File: config.mk
export PLATFORM = sky130hd
export DESIGN_NAME = mem_port_arbiter_flat
export DESIGN_NICKNAME = d
export VERILOG_FILES = /design/src/rtl/mem_port_arbiter_if.sv /design/src/rtl/mem_port_arbiter.sv /design/src/flat_wrapper.sv
export SDC_FILE = /design/constraint.sdc
export NUM_CORES = 1
export LEC_CHECK = 0
export ABC_AREA = 1
export BUFFER_PORTS_ARGS = -buffer_cell sky130_fd_sc_hd__buf_2
export CORE_ASPECT_RATIO = 1.75
export CORE_UTILIZATION = 40
export CTS_CLUSTER_SIZE = 30
export DETAILED_ROUTE_END_ITERATION = 10
export GPL_ROUTABILITY_DRIVEN = 1
export HOLD_SLACK_MARGIN = 0.06
export PLACE_DENSITY = 0.85
export SLEW_MARGIN = 10
export SYNTH_ARGS = -nofsm -noshare
export SYNTH_HDL_FRONTEND = slang
export SYNTH_SLANG_ARGS = --single-unit
File: constraint.sdc
create_clock -name clk -period 2.4 [get_ports clk]
set_input_delay 0.48 -clock clk [delete_from_list [all_inputs] [get_ports clk]]
set_output_delay 0.48 -clock clk [all_outputs]
set_load 0.005 [all_outputs]
File: src/rtl/mem_port_arbiter_if.sv
// Signal bundle between the IF/LS requesters, the shared memory port and the arbiter.
// The arbiter takes the slave view; the requester/memory environment takes the master view.
interface mem_port_arbiter_if;
  logic        if_req_valid;
  logic        if_req_ready;
  logic [31:0] if_addr;
  logic        if_rsp_valid;
  logic [31:0] if_rsp_data;

  logic        ls_req_valid;
  logic        ls_req_ready;
  logic [31:0] ls_addr;
  logic        ls_we;
  logic [31:0] ls_wdata;
  logic [3:0]  ls_be;
  logic        ls_rsp_valid;
  logic [31:0] ls_rsp_data;

  logic        mem_req_valid;
  logic        mem_req_ready;
  logic [31:0] mem_addr;
  logic        mem_we;
  logic [31:0] mem_wdata;
  logic [3:0]  mem_be;
  logic        mem_rsp_valid;
  logic [31:0] mem_rsp_data;

  logic        timeout_err;

  modport slave (
    input  if_req_valid, if_addr,
    input  ls_req_valid, ls_addr, ls_we, ls_wdata, ls_be,
    input  mem_req_ready, mem_rsp_valid, mem_rsp_data,
    output if_req_ready, if_rsp_valid, if_rsp_data,
    output ls_req_ready, ls_rsp_valid, ls_rsp_data,
    output mem_req_valid, mem_addr, mem_we, mem_wdata, mem_be,
    output timeout_err
  );

  modport master (
    output if_req_valid, if_addr,
    output ls_req_valid, ls_addr, ls_we, ls_wdata, ls_be,
    output mem_req_ready, mem_rsp_valid, mem_rsp_data,
    input  if_req_ready, if_rsp_valid, if_rsp_data,
    input  ls_req_ready, ls_rsp_valid, ls_rsp_data,
    input  mem_req_valid, mem_addr, mem_we, mem_wdata, mem_be,
    input  timeout_err
  );
endinterface

File: src/rtl/mem_port_arbiter.sv
// Shares one memory port between fetch and load/store, one transaction in flight, with a watchdog.
// Accept cycle N, mem request N+1, earliest response N+2; requesters see ready=0 until back in IDLE.
module mem_port_arbiter #(
  parameter bit          LS_PRIORITY = 1'b1,
  parameter int unsigned TIMEOUT     = 64
) (
  input  logic              clk,
  input  logic              rst_n,
  mem_port_arbiter_if.slave bus
);
  typedef enum logic [1:0] {IDLE = 2'd0, REQ = 2'd1, RESP = 2'd2} state_t;

  localparam int unsigned     WD_W     = (TIMEOUT < 2) ? 1 : $clog2(TIMEOUT);
  localparam int unsigned     WD_LIM_I = (TIMEOUT == 0) ? 0 : TIMEOUT - 1;
  localparam logic [WD_W-1:0] WD_LIM   = WD_LIM_I[WD_W-1:0];
  localparam bit              WD_ON    = (TIMEOUT != 0);

  state_t          state_q, state_d;
  logic            owner_ls_q, rr_last_ls_q;
  logic [WD_W-1:0] wd_q;
  logic            timeout_err_q;
  logic            mem_req_valid_q, mem_we_q;
  logic [31:0]     mem_addr_q, mem_wdata_q;
  logic [3:0]      mem_be_q;

  logic            grant_ls, accept, wd_fire, rsp_fire, req_abort, rsp_abort;
  logic [31:0]     rsp_data;

  // wd_fire marks the last cycle a transaction may spend in REQ+RESP.
  always_comb begin
    if (bus.if_req_valid && bus.ls_req_valid)
      grant_ls = LS_PRIORITY ? 1'b1 : ~rr_last_ls_q;
    else
      grant_ls = bus.ls_req_valid;
    accept    = (state_q == IDLE) && (bus.if_req_valid || bus.ls_req_valid);
    wd_fire   = WD_ON && (wd_q >= WD_LIM);
    req_abort = (state_q == REQ) && wd_fire && !bus.mem_req_ready;
    rsp_fire  = (state_q == RESP) && (bus.mem_rsp_valid || wd_fire);
    rsp_abort = (state_q == RESP) && wd_fire && !bus.mem_rsp_valid;
  end

  always_ff @(posedge clk or negedge rst_n) begin
    if (!rst_n) state_q <= IDLE;
    else        state_q <= state_d;
  end

  always_comb begin
    state_d = state_q;
    case (state_q)
      IDLE:    if (accept) state_d = REQ;
      REQ:     if (bus.mem_req_ready) state_d = RESP;
               else if (wd_fire)      state_d = IDLE;
      RESP:    if (rsp_fire) state_d = IDLE;
      default: state_d = IDLE;
    endcase
  end

  always_comb begin
    bus.if_req_ready = 1'b0;
    bus.ls_req_ready = 1'b0;
    bus.if_rsp_valid = 1'b0;
    bus.ls_rsp_valid = 1'b0;
    bus.if_rsp_data  = '0;
    bus.ls_rsp_data  = '0;
    rsp_data         = '0;
    if (state_q == IDLE) begin
      bus.ls_req_ready = grant_ls;
      bus.if_req_ready = bus.if_req_valid & ~grant_ls;
    end
    // A watchdog abort still completes the owner's handshake, with zero data.
    if (rsp_fire) begin
      rsp_data         = (bus.mem_rsp_valid && !mem_we_q) ? bus.mem_rsp_data : '0;
      bus.ls_rsp_valid = owner_ls_q;
      bus.if_rsp_valid = ~owner_ls_q;
      bus.ls_rsp_data  = owner_ls_q ? rsp_data : '0;
      bus.if_rsp_data  = owner_ls_q ? '0 : rsp_data;
    end
  end

  always_ff @(posedge clk or negedge rst_n) begin
    if (!rst_n) begin
      owner_ls_q      <= 1'b0;
      rr_last_ls_q    <= 1'b0;
      wd_q            <= '0;
      timeout_err_q   <= 1'b0;
      mem_req_valid_q <= 1'b0;
      mem_we_q        <= 1'b0;
      mem_addr_q      <= '0;
      mem_wdata_q     <= '0;
      mem_be_q        <= '0;
    end else begin
      if (accept) begin
        owner_ls_q      <= grant_ls;
        rr_last_ls_q    <= grant_ls;
        mem_req_valid_q <= 1'b1;
        mem_addr_q      <= grant_ls ? bus.ls_addr : bus.if_addr;
        mem_we_q        <= grant_ls & bus.ls_we;
        mem_wdata_q     <= grant_ls ? bus.ls_wdata : '0;
        mem_be_q        <= grant_ls ? bus.ls_be : 4'hF;
        wd_q            <= '0;
      end
      if ((state_q == REQ) && (bus.mem_req_ready || wd_fire))
        mem_req_valid_q <= 1'b0;
      if (((state_q == REQ) || (state_q == RESP)) && (wd_q != WD_LIM))
        wd_q <= wd_q + WD_W'(1);
      if (req_abort || rsp_abort)
        timeout_err_q <= 1'b1;
    end
  end

  assign bus.mem_req_valid = mem_req_valid_q;
  assign bus.mem_addr      = mem_addr_q;
  assign bus.mem_we        = mem_we_q;
  assign bus.mem_wdata     = mem_wdata_q;
  assign bus.mem_be        = mem_be_q;
  assign bus.timeout_err   = timeout_err_q;
endmodule

File: src/flat_wrapper.sv
// flat-port wrapper written by rule: the top's interface ports become plain ports
module mem_port_arbiter_flat 
#(
  parameter bit          LS_PRIORITY = 1'b1,
  parameter int unsigned TIMEOUT     = 64
)
  (clk, rst_n, bus_if_req_valid, bus_if_addr, bus_ls_req_valid, bus_ls_addr, bus_ls_we, bus_ls_wdata, bus_ls_be, bus_mem_req_ready, bus_mem_rsp_valid, bus_mem_rsp_data, bus_if_req_ready, bus_if_rsp_valid, bus_if_rsp_data, bus_ls_req_ready, bus_ls_rsp_valid, bus_ls_rsp_data, bus_mem_req_valid, bus_mem_addr, bus_mem_we, bus_mem_wdata, bus_mem_be, bus_timeout_err);
  mem_port_arbiter_if bus_i ();
  input  logic clk;
  input  logic rst_n;
  input wire logic [$bits(bus_i.if_req_valid)-1:0] bus_if_req_valid;
  input wire logic [$bits(bus_i.if_addr)-1:0] bus_if_addr;
  input wire logic [$bits(bus_i.ls_req_valid)-1:0] bus_ls_req_valid;
  input wire logic [$bits(bus_i.ls_addr)-1:0] bus_ls_addr;
  input wire logic [$bits(bus_i.ls_we)-1:0] bus_ls_we;
  input wire logic [$bits(bus_i.ls_wdata)-1:0] bus_ls_wdata;
  input wire logic [$bits(bus_i.ls_be)-1:0] bus_ls_be;
  input wire logic [$bits(bus_i.mem_req_ready)-1:0] bus_mem_req_ready;
  input wire logic [$bits(bus_i.mem_rsp_valid)-1:0] bus_mem_rsp_valid;
  input wire logic [$bits(bus_i.mem_rsp_data)-1:0] bus_mem_rsp_data;
  output wire logic [$bits(bus_i.if_req_ready)-1:0] bus_if_req_ready;
  output wire logic [$bits(bus_i.if_rsp_valid)-1:0] bus_if_rsp_valid;
  output wire logic [$bits(bus_i.if_rsp_data)-1:0] bus_if_rsp_data;
  output wire logic [$bits(bus_i.ls_req_ready)-1:0] bus_ls_req_ready;
  output wire logic [$bits(bus_i.ls_rsp_valid)-1:0] bus_ls_rsp_valid;
  output wire logic [$bits(bus_i.ls_rsp_data)-1:0] bus_ls_rsp_data;
  output wire logic [$bits(bus_i.mem_req_valid)-1:0] bus_mem_req_valid;
  output wire logic [$bits(bus_i.mem_addr)-1:0] bus_mem_addr;
  output wire logic [$bits(bus_i.mem_we)-1:0] bus_mem_we;
  output wire logic [$bits(bus_i.mem_wdata)-1:0] bus_mem_wdata;
  output wire logic [$bits(bus_i.mem_be)-1:0] bus_mem_be;
  output wire logic [$bits(bus_i.timeout_err)-1:0] bus_timeout_err;
  assign bus_i.if_req_valid = bus_if_req_valid;
  assign bus_i.if_addr = bus_if_addr;
  assign bus_i.ls_req_valid = bus_ls_req_valid;
  assign bus_i.ls_addr = bus_ls_addr;
  assign bus_i.ls_we = bus_ls_we;
  assign bus_i.ls_wdata = bus_ls_wdata;
  assign bus_i.ls_be = bus_ls_be;
  assign bus_i.mem_req_ready = bus_mem_req_ready;
  assign bus_i.mem_rsp_valid = bus_mem_rsp_valid;
  assign bus_i.mem_rsp_data = bus_mem_rsp_data;
  assign bus_if_req_ready = bus_i.if_req_ready;
  assign bus_if_rsp_valid = bus_i.if_rsp_valid;
  assign bus_if_rsp_data = bus_i.if_rsp_data;
  assign bus_ls_req_ready = bus_i.ls_req_ready;
  assign bus_ls_rsp_valid = bus_i.ls_rsp_valid;
  assign bus_ls_rsp_data = bus_i.ls_rsp_data;
  assign bus_mem_req_valid = bus_i.mem_req_valid;
  assign bus_mem_addr = bus_i.mem_addr;
  assign bus_mem_we = bus_i.mem_we;
  assign bus_mem_wdata = bus_i.mem_wdata;
  assign bus_mem_be = bus_i.mem_be;
  assign bus_timeout_err = bus_i.timeout_err;
  mem_port_arbiter #(.LS_PRIORITY(LS_PRIORITY), .TIMEOUT(TIMEOUT)) u_core (.clk(clk), .rst_n(rst_n), .bus(bus_i));
endmodule
==> results.cfg <==
[placed_design]
placed_area_sq_um = 6000
dp_cells = 938
io_buffers = 277
place.detailed.hpwl_um = 9770
place_ws_ns = 0.274
gp_congestion = 0.873

[final_layout]
final_cell_area_sq_um = 6510
fin_cells = 963
diodes = 0
fin_nets = 969
area_growth_pct = 43.0
drive_gt1_share_pct = 44.9

[setup_path]
path_buf_inv = 3
critPathMaxFanout = 11
worst_setup_path_start_kind = register
worst_setup_path_end_kind = output pin
cp.arrival_ns = 1.86
crit_slowest_cell = dfrtp_1
worstPathRequired_ns = 1.92
crit_type = register to output pin
rrSetupSlack_ns = 0.70
worst_path_largest_cell_delay_ns = 0.41
critPathTopFamily = buffers and inverters
worstPathCellList = ha_4 > nand3_4 > nor2_4 > o21ai_4 > buf_12 > buf_16 > nor2_1 > buf_2

[detailed_routing]
wl_met2_um = 7110
routed.top_layer = met4
drt_iter0_markers = 184
vias = 4662
drc = 0
vias_per_cell = 4.84
m1WireLength_um = 4680
wl_per_cell_um = 13.6
firstDrtPassIters = 4
wl_um = 13100
ant_nets = 0
wl_met3_um = 883

[logic_synthesis]
async_reset_ff_share_pct = 100
synth_edf_count = 0
yosysSeqAreaShare_pct = 43.9
syn_inst = 555
syn_nets = 698
synthFlopType = dfrtp_1
yosys_warnings = 0
synth_cell_types = 30
ys_ff_latch = 80
syn_area_per_cell_sq_um = 8.21
synthesis.area_sq_um = 4560

[global_routing]
overflow = 0
grt_max_degree = 50
grt_pass1_vias = 4138
antenna_found_initial = 0
grtUsageTotal_pct = 20.9
grt_pass1_wl_um = 18700

[power_and_ir_drop]
power_frac_seq_pct = 34.3
peakVddDrop_mv = 0.576
pwr-share-clk_pct = 21.7
power.share.combinational_pct = 44.0
power_switching_mw = 2.60
p_leak_nw = 3.45
internal_power_mw = 4.16
netSwitchingFraction_pct = 38.5
power.density_nw_per_um2 = 1040

[clock_tree]
htree_levels = 3
clockRootBuffer = clkbuf_16
clock_sinks = 80
clock_path_buffers = 2
clk_latency_ns = 0.33
cts.clk_slew.worst_paths_ns = 0.06
cts_tree = done
cts_buffers = 9

[floorplan]
dieWidth_um = 82.7
boundaryPins = 278
dieArea_sq_um = 11800
fp.dieH_um = 143
start_util_pct = 41.0
core_area_sq_um = 11100
row_count = 51

[sta]
relSlewSlack_pct = 59.2
fin_crit_ns = 2.34
setup_viol = 0
fin_crit_sh_pct = 97.4
max_freq_mhz = 428
hold_viol = 0
final-max-slew-violation-count = 0
skew_ns = 0.0111
fin_ws_ns = 0.0629
tightest_slew_ns = 0.612

[flow_run]
drv_cap = 0

[min_path]
min_path_type = input port to asynchronous set/reset pin

[run_status]
status = finished clean
==> per-layer routing <==
metal	track usage, %	up-vias
met5	0	-
met4	9.89	0
met3	5.37	35
met2	38.6	206
met1	20.9	2119
li1	-	2302
==> flip-flops by register name, summed over array words and instances (netlist names) <==
| register | count |
|---|---|
| u_core.wd_q | 6 |
| u_core.state_q | 2 |
| u_core.bus.mem_be | 4 |
| u_core.bus.mem_we | 1 |
| u_core.owner_ls_q | 1 |
| u_core.bus.timeout_err | 1 |
| u_core.bus.mem_req_valid | 1 |
| u_core.bus.mem_addr | 32 |
| u_core.bus.mem_wdata | 32 |
==> layout make-up <==
class                   count  area, sq um
clock buffers              11          243
clock inverters             5         78.8
fillers                   992         4590
inverters                  45          170
multi-input cells         392         2190
flip-flops and latches     80         2000
well taps                 132          165
repair buffers            298         1670
==> timing repair <==
| action | 4_1_cts | 5_1_grt |
|---|---|---|
| buffers inserted | 3 | 2 |
| hold buffers | 0 | 0 |
| pin swaps | 1 | 2 |
| endpoints found under the setup margin | 57 | 65 |
| resized for setup | 2 | 16 |
| gates cloned | 0 | 4 |
==> worst reg2reg max path, cell delays in order, from the launching register on <==
cell and delay [ns]:
dfrtp_1 0.36, inv_1 0.07, ha_1 0.26, nand2_4 0.15
nand2_2 0.08, inv_2 0.45, a22o_1 0.26
==> cell usage after synthesis, types with 2 or more instances <==
cell | instances | area [sq um]
clkinv_1 | 2 | 7.51
ha_1 | 4 | 50.1
o21ai_0 | 4 | 20.0
nor2_1 | 96 | 360
buf_6 | 3 | 33.8
o22a_1 | 4 | 35.0
buf_12 | 4 | 80.1
nor2_4 | 41 | 462
inv_1 | 42 | 158
nand3_1 | 10 | 50.1
buf_2 | 12 | 60.1
buf_1 | 3 | 11.3
a22o_1 | 32 | 280
a31oi_1 | 32 | 200
dfrtp_1 | 80 | 2000
clkbuf_1 | 14 | 52.6
buf_4 | 2 | 15.0
nand2_1 | 158 | 593
==> path summary, 6_finish.rpt <==
kind	from	to	cells after the start
min reg2reg	u_core.bus.timeout_err	u_core.bus.timeout_err	1
min in group clk	bus_ls_wdata[17]	u_core.bus.mem_wdata[17]	2
max reg2reg	u_core.state_q[0]	u_core.bus.mem_wdata[19]	6
min	rst_n	u_core.bus.mem_wdata[11]	1
max in group asynchronous	rst_n	u_core.bus.mem_addr[3]	2
max	u_core.wd_q[1]	bus_if_rsp_data[3]	8
==> power by group through the flow <==
| stage | clock (mW) | sequential, mW | combinational (mW) |
|---|---|---|---|
| after CTS | 1.50 | 2.30 | 2.91 |
| after global routing | 1.55 | 2.39 | 3.32 |
| after floorplan | 0 | 2.35 | 1.77 |
| after detailed placement | 0 | 2.32 | 2.87 |
| after global placement | 0 | 2.30 | 2.81 |
| final | 1.47 | 2.32 | 2.98 |
==> cells by family after synthesis <==
group	count (synthesis)	share of synthesized area, %
AOI/OAI and AO/OA	77	12.5
and+or+nand+nor	311	33.2
adders and majority gates	4	1.10
DFF	80	43.9
buffers and inverters	83	9.26
==> per-stage QoR <==
stage | utilization [%] | hold slack (ns) | TNS (ns) | power, mW
6_report | 58.7 | 0.108 | 0 | 6.76
5_1_grt | 58.7 | 0.136 | -0.168 | 7.27
4_1_cts | 57.3 | 0.117 | 0 | 6.72
3_5_place_dp | 54.1 | 0.470 | 0 | 5.19
3_3_place_gp | 54.1 | 0.470 | 0 | 5.11
2_1_floorplan | - | 0.184 | 0 | 4.12
==> cell usage in the layout, fill, tap and decap left out, drive strengths merged <==
| cell type | synthesis | layout |
|---|---|---|
| nand3 | 11 | 11 |
| a21oi | 1 | 1 |
| o21ai | 6 | 6 |
| ha | 4 | 4 |
| nand3b | 1 | 1 |
| nand2 | 160 | 160 |
| inv | 43 | 44 |
| dfrtp | 80 | 80 |
| buf | 24 | 296 |
| a31oi | 32 | 32 |
| o22a | 4 | 4 |
| or2 | 1 | 1 |
| clkbuf | 14 | 13 |
| a22o | 32 | 32 |
| nand4 | 1 | 1 |
| clkinv | 2 | 4 |
| nor2 | 137 | 137 |
| a21o | 1 | 1 |
| o21bai | 1 | 1 |
| bufinv | 0 | 2 |
Power figures use the tool's default switching activity.
